## config.mk

```make
export PLATFORM = sky130hd
export DESIGN_NAME = keypad_scanner
export DESIGN_NICKNAME = d
export VERILOG_FILES = /design/src/rtl/keypad_scanner.sv
export SDC_FILE = /design/constraint.sdc
export NUM_CORES = 1
export LEC_CHECK = 0
export ABC_AREA = 1
export CORE_ASPECT_RATIO = 2
export CORE_MARGIN = 4
export CORE_UTILIZATION = 55
export CTS_BUF_LIST = sky130_fd_sc_hd__clkbuf_4 sky130_fd_sc_hd__clkbuf_8
export CTS_CLUSTER_SIZE = 10
export DETAILED_ROUTE_END_ITERATION = 8
export GPL_ROUTABILITY_DRIVEN = 0
export MAX_ROUTING_LAYER = met4
export PLACE_DENSITY_LB_ADDON = 0.15
export SKIP_LAST_GASP = 1
export SLEW_MARGIN = 40
export SYNTH_ARGS = -nofsm -noshare
export SYNTH_HDL_FRONTEND = slang
export SYNTH_SLANG_ARGS = --single-unit
```

## constraint.sdc

```tcl
create_clock -name clk -period 1.73 [get_ports clk]
set_clock_uncertainty 0.15 [all_clocks]
set_input_delay 0.346 -clock clk [delete_from_list [all_inputs] [get_ports clk]]
set_output_delay 0.346 -clock clk [all_outputs]
set_load 0.05 [all_outputs]
```

## src/rtl/keypad_scanner.sv

```systemverilog
// 4x4 active-low keypad scanner: synchronizes columns, steps rows on a divided
// scan tick, debounces single-key presses/releases and reports a 4-bit key code.
module keypad_scanner #(
  parameter int SCAN_DIV = 1000,
  parameter int DEBOUNCE = 4
) (
  input  logic       clk,
  input  logic       reset,
  input  logic [3:0] col_in,
  output logic [3:0] row_out,
  output logic [3:0] key_code,
  output logic       key_valid,
  output logic       key_release,
  output logic       key_held
);

  // state      | meaning
  // S_SCAN     | rows rotate each tick, looking for exactly one low column
  // S_DEBOUNCE | row frozen, candidate column must persist DEBOUNCE ticks
  // S_PRESSED  | key accepted and held; new keys ignored
  // S_RELEASE  | columns all high, counting ticks to accept the release
  typedef enum logic [1:0] {S_SCAN, S_DEBOUNCE, S_PRESSED, S_RELEASE} state_t;

  localparam int DIV_W = (SCAN_DIV > 2) ? $clog2(SCAN_DIV) : 1;
  localparam logic [DIV_W-1:0] DIV_LAST = DIV_W'(SCAN_DIV - 1);
  localparam logic [3:0] DEB_N = 4'(DEBOUNCE);

  state_t           state, state_n;
  logic [DIV_W-1:0] div_cnt;
  logic             tick;
  logic [3:0]       col_s1, col_s2;
  logic [3:0]       cand, cand_n;
  logic [3:0]       cnt, cnt_n, cnt_inc;
  logic [3:0]       row_n, row_rot;
  logic [3:0]       code_n;
  logic             valid_n, rel_n;
  logic             all_high, one_low;

  function automatic logic [1:0] low_idx(input logic [3:0] v);
    case (v)
      4'b1101: low_idx = 2'd1;
      4'b1011: low_idx = 2'd2;
      4'b0111: low_idx = 2'd3;
      default: low_idx = 2'd0;
    endcase
  endfunction

  assign tick     = (div_cnt == DIV_LAST);
  assign all_high = (col_s2 == 4'hF);
  assign one_low  = (col_s2 == 4'b1110) || (col_s2 == 4'b1101) ||
                    (col_s2 == 4'b1011) || (col_s2 == 4'b0111);
  assign row_rot  = {row_out[2:0], row_out[3]};
  assign cnt_inc  = (cnt == 4'hF) ? cnt : cnt + 4'd1;
  assign key_held = (state == S_PRESSED) || (state == S_RELEASE);

  always_ff @(posedge clk) begin
    if (!reset) begin
      col_s1  <= 4'hF;
      col_s2  <= 4'hF;
      div_cnt <= '0;
    end else begin
      col_s1  <= col_in;
      col_s2  <= col_s1;
      div_cnt <= tick ? '0 : div_cnt + 1'b1;
    end
  end

  always_ff @(posedge clk) begin
    if (!reset) begin
      state       <= S_SCAN;
      row_out     <= 4'b1110;
      cand        <= 4'hF;
      cnt         <= 4'd0;
      key_code    <= 4'd0;
      key_valid   <= 1'b0;
      key_release <= 1'b0;
    end else begin
      state       <= state_n;
      row_out     <= row_n;
      cand        <= cand_n;
      cnt         <= cnt_n;
      key_code    <= code_n;
      key_valid   <= valid_n;
      key_release <= rel_n;
    end
  end

  always_comb begin
    state_n = state;
    row_n   = row_out;
    cand_n  = cand;
    cnt_n   = cnt;
    code_n  = key_code;
    valid_n = 1'b0;
    rel_n   = 1'b0;
    if (tick) begin
      case (state)
        S_SCAN: begin
          if (one_low) begin
            cand_n  = col_s2;
            cnt_n   = 4'd0;
            state_n = S_DEBOUNCE;
          end else begin
            row_n = row_rot;
          end
        end
        S_DEBOUNCE: begin
          if (col_s2 == cand) begin
            if (cnt_inc >= DEB_N) begin
              code_n  = {low_idx(row_out), low_idx(cand)};
              valid_n = 1'b1;
              cnt_n   = 4'd0;
              state_n = S_PRESSED;
            end else begin
              cnt_n = cnt_inc;
            end
          end else begin
            cnt_n   = 4'd0;
            row_n   = row_rot;
            state_n = S_SCAN;
          end
        end
        S_PRESSED: begin
          if (all_high) begin
            cnt_n   = 4'd1;
            state_n = S_RELEASE;
          end
        end
        S_RELEASE: begin
          // >= lets DEBOUNCE=1 still release, since the count enters at 1
          if (all_high) begin
            if (cnt_inc >= DEB_N) begin
              rel_n   = 1'b1;
              cnt_n   = 4'd0;
              row_n   = row_rot;
              state_n = S_SCAN;
            end else begin
              cnt_n = cnt_inc;
            end
          end else begin
            cnt_n   = 4'd0;
            state_n = S_PRESSED;
          end
        end
        default: state_n = S_SCAN;
      endcase
    end
  end

endmodule

```

==> results of run 1 <==
==> area by class of cell <==
type	count	share of cell area
Multi-Input combinational cell	171	0.396
Sequential cell	38	0.341
Timing Repair Buffer	26	0.143
Inverter	35	0.0594
Clock buffer	7	0.0404
Tap cell	31	0.0174
Clock inverter	1	0.00224
==> sequential cells by signal, indices dropped and copies added, names as in the netlist <==
register	flops
cand	4
cnt	4
col_s1	4
col_s2	4
div_cnt	10
key_code	4
key_release	1
key_valid	1
row_out	4
state	2
==> what timing repair did <==
action                     in CTS  in global routing
setup endpoints to repair       0                 12
buffers inserted                0                  0
gates resized for setup         0                  4
==> worst paths after layout <==
kind	cells past startpoint	slack, ns	endpoint	startpoint
min reg2reg	1	0.27	col_s2[0]$_SDFF_PN1_	col_s1[0]$_SDFF_PN1_
max	10	0.09	key_code[0]$_SDFFE_PN0P_	cnt[0]$_SDFFE_PN0P_
max reg2reg	10	0.09	key_code[0]$_SDFFE_PN0P_	cnt[0]$_SDFFE_PN0P_
min	1	0.27	col_s2[0]$_SDFF_PN1_	col_s1[0]$_SDFF_PN1_
==> cells by family after synthesis <==
group	share of synthesized area
AND/OR/NAND/NOR	0.375
buffers and inverters	0.0846
flip-flops	0.425
AO/OA/AOI/OAI	0.0964
adder cells (fa/ha/maj)	0.0140
XOR/XNOR	0.00489
==> metrics by stage <==
stage | util | TNS [ns] | total power, mW | area, sq um | hold WS [ns]
final | 0.707 | 0 | 1.61 | 2230 | 0.270
after global routing | 0.707 | -0.00726 | 1.66 | 2230 | 0.275
after CTS | 0.705 | 0 | 1.62 | 2230 | 0.273
after detailed placement | 0.675 | -0.0470 | 0.997 | 2130 | 0.256
after global placement | 0.675 | -0.0164 | 0.995 | 2130 | 0.245
after floorplan | - | 0 | 0.969 | 1790 | 0.243
==> metal layers <==
metal	vias to the layer above	part of all wire	global-route usage
met1	734	0.35	0.161
met5	-	0	-
met2	15	0.61	0.382
met3	9	0.020	0.0253
met4	0	0.018	0.0756
li1	840	-	-
==> placed cells by master, fill, tap and decap left out, types with 2 or more instances in the layout <==
cell type / Yosys / routed
ha_1: 2 / 2
nor3_1: 6 / 6
o21ai_0: 6 / 6
dfxtp_1: 38 / 37
o21bai_1: 2 / 2
a21oi_1: 15 / 15
nand2_1: 55 / 53
nor2_2: 3 / 3
inv_1: 31 / 30
buf_4: 0 / 12
nand2_2: 8 / 10
nor2_4: 5 / 5
o21ai_1: 4 / 4
clkdlybuf4s50_1: 0 / 5
clkbuf_8: 0 / 6
inv_2: 3 / 4
o21ai_2: 2 / 2
nand3_1: 19 / 19
nor2_1: 24 / 24
clkinv_2: 1 / 2
or2_2: 9 / 9
nand4_1: 2 / 2
buf_12: 0 / 9
nand3b_1: 2 / 2
==> report_power, final <==
| group | leakage, nW | switching [mW] | internal (mW) |
|---|---|---|---|
| clock network | 0.0517 | 0.294 | 0.337 |
| registers | 0.309 | 0.00942 | 0.889 |
| logic | 0.644 | 0.0423 | 0.0351 |
| total | 1.01 | 0.346 | 1.26 |
==> critical path: stages (launching register included) <==
cell	delay, ns
dfxtp_1	0.32
ha_1	0.22
or2_2	0.29
nand2_2	0.11
nand2_2	0.07
nand2_2	0.11
nor2_2	0.04
inv_2	0.09
nor2_4	0.04
o21ai_2	0.05
o21ai_2	0.06
==> metrics.txt, run 1 <==
status completed; pin count of the biggest net entering global routing 17; CTS tree yes; final-report hold violation count 0; Placed Cells 301; final critical-path required period 1.64 ns; synthesized cell area 1790 sq um; global-route wire length before repair 6.24 mm; Yosys cell types 29; Final Non-Filler Cells 309; fillers 264; Final HPWL DP 2.97 mm; clk slew on worst S/H paths 0.07 ns; DR WL/cell 11.9 um; Total GRT Usage 0.187; Setup WS pre-CTS -0.0470 ns; Top FF cell, synth dfxtp_1; Max FO, Critical Path 3; WL final 3.68 mm; I/O pins 17; Yosys top cell by area dfxtp_1; Multi-input gate area 883 sq um; IO buf count 16; core footprint 3160 sq um; # rows 29; share of the synthesized area in the top cell type 0.425; EDFF count, synth 0; layout cells sized above 1 0.237; CTS Buffer Depth 2; initial antenna violation count 0; number of global-route vias before repair 1586; top cells by area, synth dfxtp_1, nand2_1, inv_1; syn_area_per_cell 7.25 sq um; worst path required time 1.76 ns; Slew Limit Fails 0; crit path capture type register; fin nets 285; Vias/cell 5.17; count leader, synth nand2_1; Max VDD drop 0.566 mV; CTS Buf Count 5; Seq. cell area 762 sq um; Arr. time, crit path 1.67 ns; Setup WS post-layout 0.0853 ns; clk sinks 38; Final ANT Viol Nets 0; Post-Synthesis Cells 247; CTS root buf clkbuf_8; CTS H-tree lvls 2; worst skew pair latency 0.29 ns; routed vias 1598; fin crit share 0.951; type of the worst setup path register to register; Congestion Overflow GR 0; Mapped Nets 255; Seq/Total Area, Yosys 0.425; Yosys reg bits 38; Area growth, synth to finish 24.7%; max capacitance violation total 0; total die area 4290 sq um; HP Class register to register; Starting Density 0.567; Pwr Density 720 nW/um^2; unrepaired setup endpoints after global routing yes; Final Setup Violations 0; ys async rst share 0; measured slew at the worst slew-check pin 0.461 ns; hold_buf cts 0; Slew headroom 0.693; crit start category register; Horiz. Die Dim 48.3 um; DR iter-0 viols 23; Synth top cells by count nand2_1, dfxtp_1, inv_1; # DRC 0; synth warn 0; Die Y 88.7 um; # diodes 0; Static Leak 1.01 nW; Max Freq 608 MHz; TritonRoute pass-1 iters 4
Note: power is estimated with default switching activity, not from simulation.
==> inputs of run 2 (changes only) <==
--- a/constraint.sdc
+++ b/constraint.sdc
@@ -4,2 +4,2 @@
 set_output_delay 0.346 -clock clk [all_outputs]
-set_load 0.05 [all_outputs]
+set_load 0.01 [all_outputs]
==> run 2 against run 1 <==
  * Wire length is 6.7% lower
  * Sequential power hardly changed
  * Clock-buffer cell count stayed put
  * Critical path depth stayed put
  * Clock power is 0.6% lower
  * Non-clock buffer count is 3 lower
  * Die area stayed put
  * Setup slack worse by 0.011 ns
  * Fmax is 0.65% lower
  * Total power is 0.18% lower
==> metrics.txt, run 2 (synthesis gave the netlist of run 1 again) <==
status completed; most frequent cells in the layout nand2_1, dfxtp_1, inv_1; Final Setup Violations 0 (unchanged); max capacitance violation total 0 (unchanged); critical path startpoint cnt[0]$_SDFFE_PN0P_; Final ANT Viol Nets 0 (unchanged); Die Y 88.7 um (unchanged); core footprint 3160 sq um (unchanged); CTS H-tree lvls 2 (unchanged); pin count of the biggest net entering global routing 17 (unchanged); Max VDD drop 0.799 mV (+41%); CTS Buffer Depth 2 (unchanged); hold_buf cts 0 (unchanged); total die area 4290 sq um (unchanged); Horiz. Die Dim 48.3 um (unchanged); global-route wire length before repair 6.03 mm (-3.4%); crit start category register; clk sinks 38 (unchanged); Vias/cell 5.11 (-1.2%); reg-to-reg slack, setup 0.07 ns (about the same); Area growth, synth to finish 19.7%; Pwr Density 748 nW/um^2 (+4.0%); number of global-route vias before repair 1534 (-3.3%); CTS Buf Count 5 (unchanged); r2r endpoint key_code[0]$_SDFFE_PN0P_; Final HPWL DP 2.71 mm (-8.7%); RR Startpoint cnt[0]$_SDFFE_PN0P_; measured slew at the worst slew-check pin 0.456 ns (-0.00438 ns); Slew headroom 0.695 (+0.00292); DR iter-0 viols 34 (+48%); Static Leak 0.954 nW (-5.0%); Final Non-Filler Cells 306 (-0.97%); # DRC 0 (unchanged); fin nets 282 (-1.1%); clk slew on worst S/H paths 0.07 ns (about the same); crit path capture type register; Largest Register div_cnt; setup TNS 0 ns (unchanged); I/O pins 17 (unchanged); Total GRT Usage 0.183 (-0.00353); CTS root buf clkbuf_8; Starting Density 0.567 (unchanged); Max FO, Critical Path 4 (+1); TritonRoute pass-1 iters 4 (unchanged); worst r2r path cells 10 (unchanged); final critical-path required period 1.66 ns (+0.0108 ns); initial antenna violation count 0 (unchanged); # diodes 0 (unchanged); final-report hold violation count 0 (unchanged); # rows 29 (unchanged); worst path required time 1.76 ns (about the same); Placed Cells 297 (-1.3%); critical path endpoint key_code[0]$_SDFFE_PN0P_; Power Total 1.60 mW (-0.18%); max reg flops 10 (unchanged); HP Class register to register; Congestion Overflow GR 0 (unchanged); layout cells sized above 1 0.215 (-0.0229); fin crit share 0.957 (+0.00625); most common cell after layout, fill and taps aside nand2_1; IO buf count 16 (unchanged); DR WL/cell 11.2 um (-5.8%); worst skew pair latency 0.29 ns (about the same); CTS tree yes; type of the worst setup path register to register; fillers 275 (+4.2%); Max Freq 604 MHz (-0.65%); final core utilization 0.679 (-0.0281); WL final 3.44 mm (-6.7%); Slew Limit Fails 0 (unchanged); routed vias 1563 (-2.2%); Arr. time, crit path 1.69 ns (+0.02 ns)
-- run 2: cell types whose count changed in the layout (fill, tap and decap cells not counted) --
cell / previous run / this run
dfxtp_1: 37 / 31
dfxtp_2: 1 / 7
nand2_2: 10 / 9
ha_1: 2 / 0
buf_4: 12 / 7
clkdlybuf4s50_1: 5 / 11
nand2_1: 53 / 54
dlymetal6s2s_1: 0 / 4
ha_2: 0 / 2
dlygate4sd2_1: 0 / 1
buf_12: 9 / 0
-- run 2: layer usage --
| layer | GRT usage | share of wire | vias to the layer above | wire length [um] |
|---|---|---|---|---|
| met5 | - | 0 | - | 0 |
| met4 | 0.106 | 0.028 | 0 | 96 |
| met3 | 0.0304 | 0.022 | 8 | 75 |
| met2 | 0.349 | 0.59 | 13 | 2020 |
| met1 | 0.164 | 0.36 | 706 | 1240 |
| li1 | - | - | 836 | - |
-- run 2: worst min path at each step --
stage	start	endpoint	slack (ns)	depth (start not counted)
detailed placement	col_s1[1]$_SDFF_PN1_	col_s2[1]$_SDFF_PN1_	0.25	1
CTS	col_s1[1]$_SDFF_PN1_	col_s2[1]$_SDFF_PN1_	0.27	1
finish	col_s1[1]$_SDFF_PN1_	col_s2[1]$_SDFF_PN1_	0.26	1
global route	col_s1[0]$_SDFF_PN1_	col_s2[0]$_SDFF_PN1_	0.28	1
floorplan	col_s1[0]$_SDFF_PN1_	col_s2[0]$_SDFF_PN1_	0.24	1
global placement	col_s1[2]$_SDFF_PN1_	col_s2[2]$_SDFF_PN1_	0.25	1
-- run 2: per-stage QoR --
stage                     hold slack, ns  area (sq um)  setup slack, ns
after floorplan                    0.243          1790            0.172
after global placement             0.245          2020          -0.0296
after detailed placement           0.254          2020          -0.0697
after CTS                          0.270          2110          0.00707
after global routing               0.283          2140         -0.00112
final                              0.265          2140           0.0745
-- run 2: critical path, cell delays in order (launching register included) --
cell and delay [ns]:
dfxtp_1 0.34, ha_2 0.20, or2_2 0.28, nand2_2 0.09, nand2_1 0.09, nand2_2 0.11
nor2_2 0.04, inv_2 0.09, nor2_4 0.04, o21ai_2 0.06, o21ai_2 0.06
-- run 2: layout make-up --
type / count / area [sq um] / area share
Sequential cell: 38 / 769 / 0.359
Multi-Input combinational cell: 171 / 886 / 0.413
Clock inverter: 1 / 5.00 / 0.00234
Inverter: 35 / 133 / 0.0619
Timing Repair Buffer: 23 / 221 / 0.103
Tap cell: 31 / 38.8 / 0.0181
Clock buffer: 7 / 90.1 / 0.0420
-- run 2: report_power, final --
group	internal (mW)	switching (mW)
Sequential	0.890	0.00959
Clock	0.337	0.290
Combinational	0.0356	0.0414
-- run 2: what timing repair did --
action | CTS | global route
gates resized for setup | 5 | 11
pin swaps | 0 | 1
buffers inserted | 0 | 1
endpoints found under the setup margin | 5 | 18
==> inputs of run 3 (changes only) <==
Settings changed: CORE_ASPECT_RATIO 2 to not set.
==> run 3 against run 2 <==
  * Non-clock buffer count rose by 4
  * Sequential cell count did not move
  * Setup slack got worse by 0.0094 ns
  * Global-route usage rose by 0.37 points
  * Register-to-register slack barely moved
  * Sequential share of layout area fell by 0.58 points
  * Critical endpoint is now row_out[0]$_SDFFE_PN0P_
  * Largest power group unchanged
==> metrics.txt, run 3 (synthesis gave the netlist of run 1 again) <==
DR iter-0 viols 108 (+220%); max reg flops 10 (unchanged); # DRC 0 (unchanged); WL final 3.44 mm (about the same); max capacitance violation total 0 (unchanged); WP buf/inv 1 (unchanged); Slew headroom 0.708 (+0.0123); Starting Density 0.582 (+0.0145); Cell Chain, Critical Path ha_2, or2_2, nand2_2, nand3_1, nand3_2, nor2_4, buf_6, o21bai_1, nor2_1; TritonRoute pass-1 iters 4 (unchanged); initial antenna violation count 0 (unchanged); clk sinks 38 (unchanged); final-report hold violation count 0 (unchanged); IO buf count 16 (unchanged); DR WL/cell 10.7 um (-4.9%); delay-heaviest family, CP simple AND/OR/NAND/NOR gates; crit start category register; worst skew pair latency 0.33 ns (+0.04 ns); hold_buf cts 0 (unchanged); CTS Buffer Depth 2 (unchanged); Slew Limit Fails 0 (unchanged); Die Y 65.1 um (-27%); part of the power in combinational logic 0.051 (+0.003); Final Setup Violations 0 (unchanged); Static Leak 1.02 nW (+7.3%); fillers 261 (-5.1%); CTS root buf clkbuf_4; clk slew on worst S/H paths 0.11 ns (+0.04 ns); Max FO, Critical Path 3 (-1); CTS Buf Count 5 (unchanged); Psw 330 uW (-3.3%); Total GRT Usage 0.187 (+0.00371); # diodes 0 (unchanged); core footprint 3080 sq um (-2.5%); P_int 1.26 mW (about the same); worst path required time 1.81 ns (+0.05 ns); most frequent cells in the layout nand2_1, inv_1, dfxtp_1; Final HPWL DP 2.55 mm (-6.0%); # rows 20 (-31%); crit path capture type register; Vias/cell 4.95 (-3.1%); most common cell after layout, fill and taps aside nand2_1; CTS H-tree lvls 2 (unchanged); final critical-path required period 1.66 ns (+0.00935 ns); Clock Power Share 0.384 (-0.007); Slowest cell on crit path dfxtp_2; total die area 4230 sq um (-1.3%); global-route wire length before repair 6.03 mm (unchanged); fin crit share 0.962 (+0.00541); Final Non-Filler Cells 322 (+5.2%); CTS tree yes; type of the worst setup path register to register; I/O pins 17 (unchanged); status completed; Final ANT Viol Nets 0 (unchanged); Area growth, synth to finish 23.1%; Max Freq 601 MHz (-0.56%); measured slew at the worst slew-check pin 0.438 ns (-0.0185 ns); pin count of the biggest net entering global routing 17 (unchanged); Worst path max stage delay 0.34 ns (about the same); Arr. time, crit path 1.75 ns (+0.06 ns); Placed Cells 312 (+5.1%); Final Hold Slack 0.266 ns (+0.00100 ns); routed vias 1593 (+1.9%); number of global-route vias before repair 1450 (-5.5%); Power Total 1.59 mW (-0.63%); Congestion Overflow GR 0 (unchanged); Horiz. Die Dim 65.1 um (+35%); switch share 0.207 (-0.00578); unrepaired setup endpoints after global routing yes; HP Class register to register; Largest Register div_cnt; fin nets 286 (+1.4%); Pwr Density 723 nW/um^2 (-3.3%); layout cells sized above 1 0.255 (+0.0409); Max VDD drop 0.631 mV (-21%); sequential group share of total power 0.565 (+0.004)
==> run 3: power groups by stage <==
| stage | sequential (mW) | clock (mW) | combinational (mW) |
|---|---|---|---|
| floorplan | 0.917 | 0 | 0.0527 |
| global placement | 0.918 | 0 | 0.0785 |
| detailed placement | 0.919 | 0 | 0.0792 |
| CTS | 0.898 | 0.634 | 0.0796 |
| global route | 0.902 | 0.677 | 0.0946 |
| finish | 0.900 | 0.612 | 0.0813 |
==> run 3: final cells by class <==
| type | count | area (sq um) | share of cell area |
|---|---|---|---|
| Multi-Input combinational cell | 171 | 906 | 0.411 |
| Sequential cell | 38 | 778 | 0.353 |
| Timing Repair Buffer | 27 | 248 | 0.112 |
| Inverter | 35 | 135 | 0.0613 |
| Tap cell | 44 | 55.1 | 0.0250 |
| Clock buffer | 6 | 51.3 | 0.0233 |
| Clock inverter | 1 | 30.0 | 0.0136 |
==> run 3: worst register-to-register path, stage by stage (launching register included) <==
cell      delay, ns
dfxtp_2        0.34
ha_2           0.18
or2_2          0.28
nand2_2        0.08
nand3_1        0.08
nand3_2        0.11
nor2_4         0.06
buf_6          0.11
o21bai_1       0.12
nor2_1         0.05
==> run 3: through the flow <==
step,worst slack (ns),utilization,TNS (ns),instance area [sq um]
2_1_floorplan,0.172,-,0,1790
3_3_place_gp,0.0379,0.665,0,2050
3_5_place_dp,0.00235,0.665,0,2050
4_1_cts,-0.0469,0.691,-0.0469,2130
5_1_grt,0.00899,0.716,0,2200
6_report,0.0651,0.716,0,2200
==> run 3: path summary, 6_finish.rpt <==
kind | startpoint | end | slack (ns) | cells after the start
setup / recovery | cnt[0]$_SDFFE_PN0P_ | row_out[0]$_SDFFE_PN0P_ | 0.07 | 9
hold / removal | col_s1[3]$_SDFF_PN1_ | col_s2[3]$_SDFF_PN1_ | 0.27 | 1
setup reg to reg | cnt[0]$_SDFFE_PN0P_ | row_out[0]$_SDFFE_PN0P_ | 0.07 | 9
hold reg to reg | col_s1[3]$_SDFF_PN1_ | col_s2[3]$_SDFF_PN1_ | 0.27 | 1
==> run 3: repair_timing <==
action	4_1_cts	5_1_grt
buffers inserted	0	3
hold endpoints to repair	0	0
setup endpoints to repair	8	16
pin swaps	0	5
gates resized for setup	12	23
==> run 3: routing by layer <==
| layer | GRT usage | vias up | share of wire |
|---|---|---|---|
| met5 | - | - | 0 |
| met4 | 0.0674 | 0 | 0.0070 |
| met3 | 0.0572 | 2 | 0.025 |
| met2 | 0.292 | 15 | 0.48 |
| met1 | 0.228 | 734 | 0.49 |
| li1 | - | 842 | - |
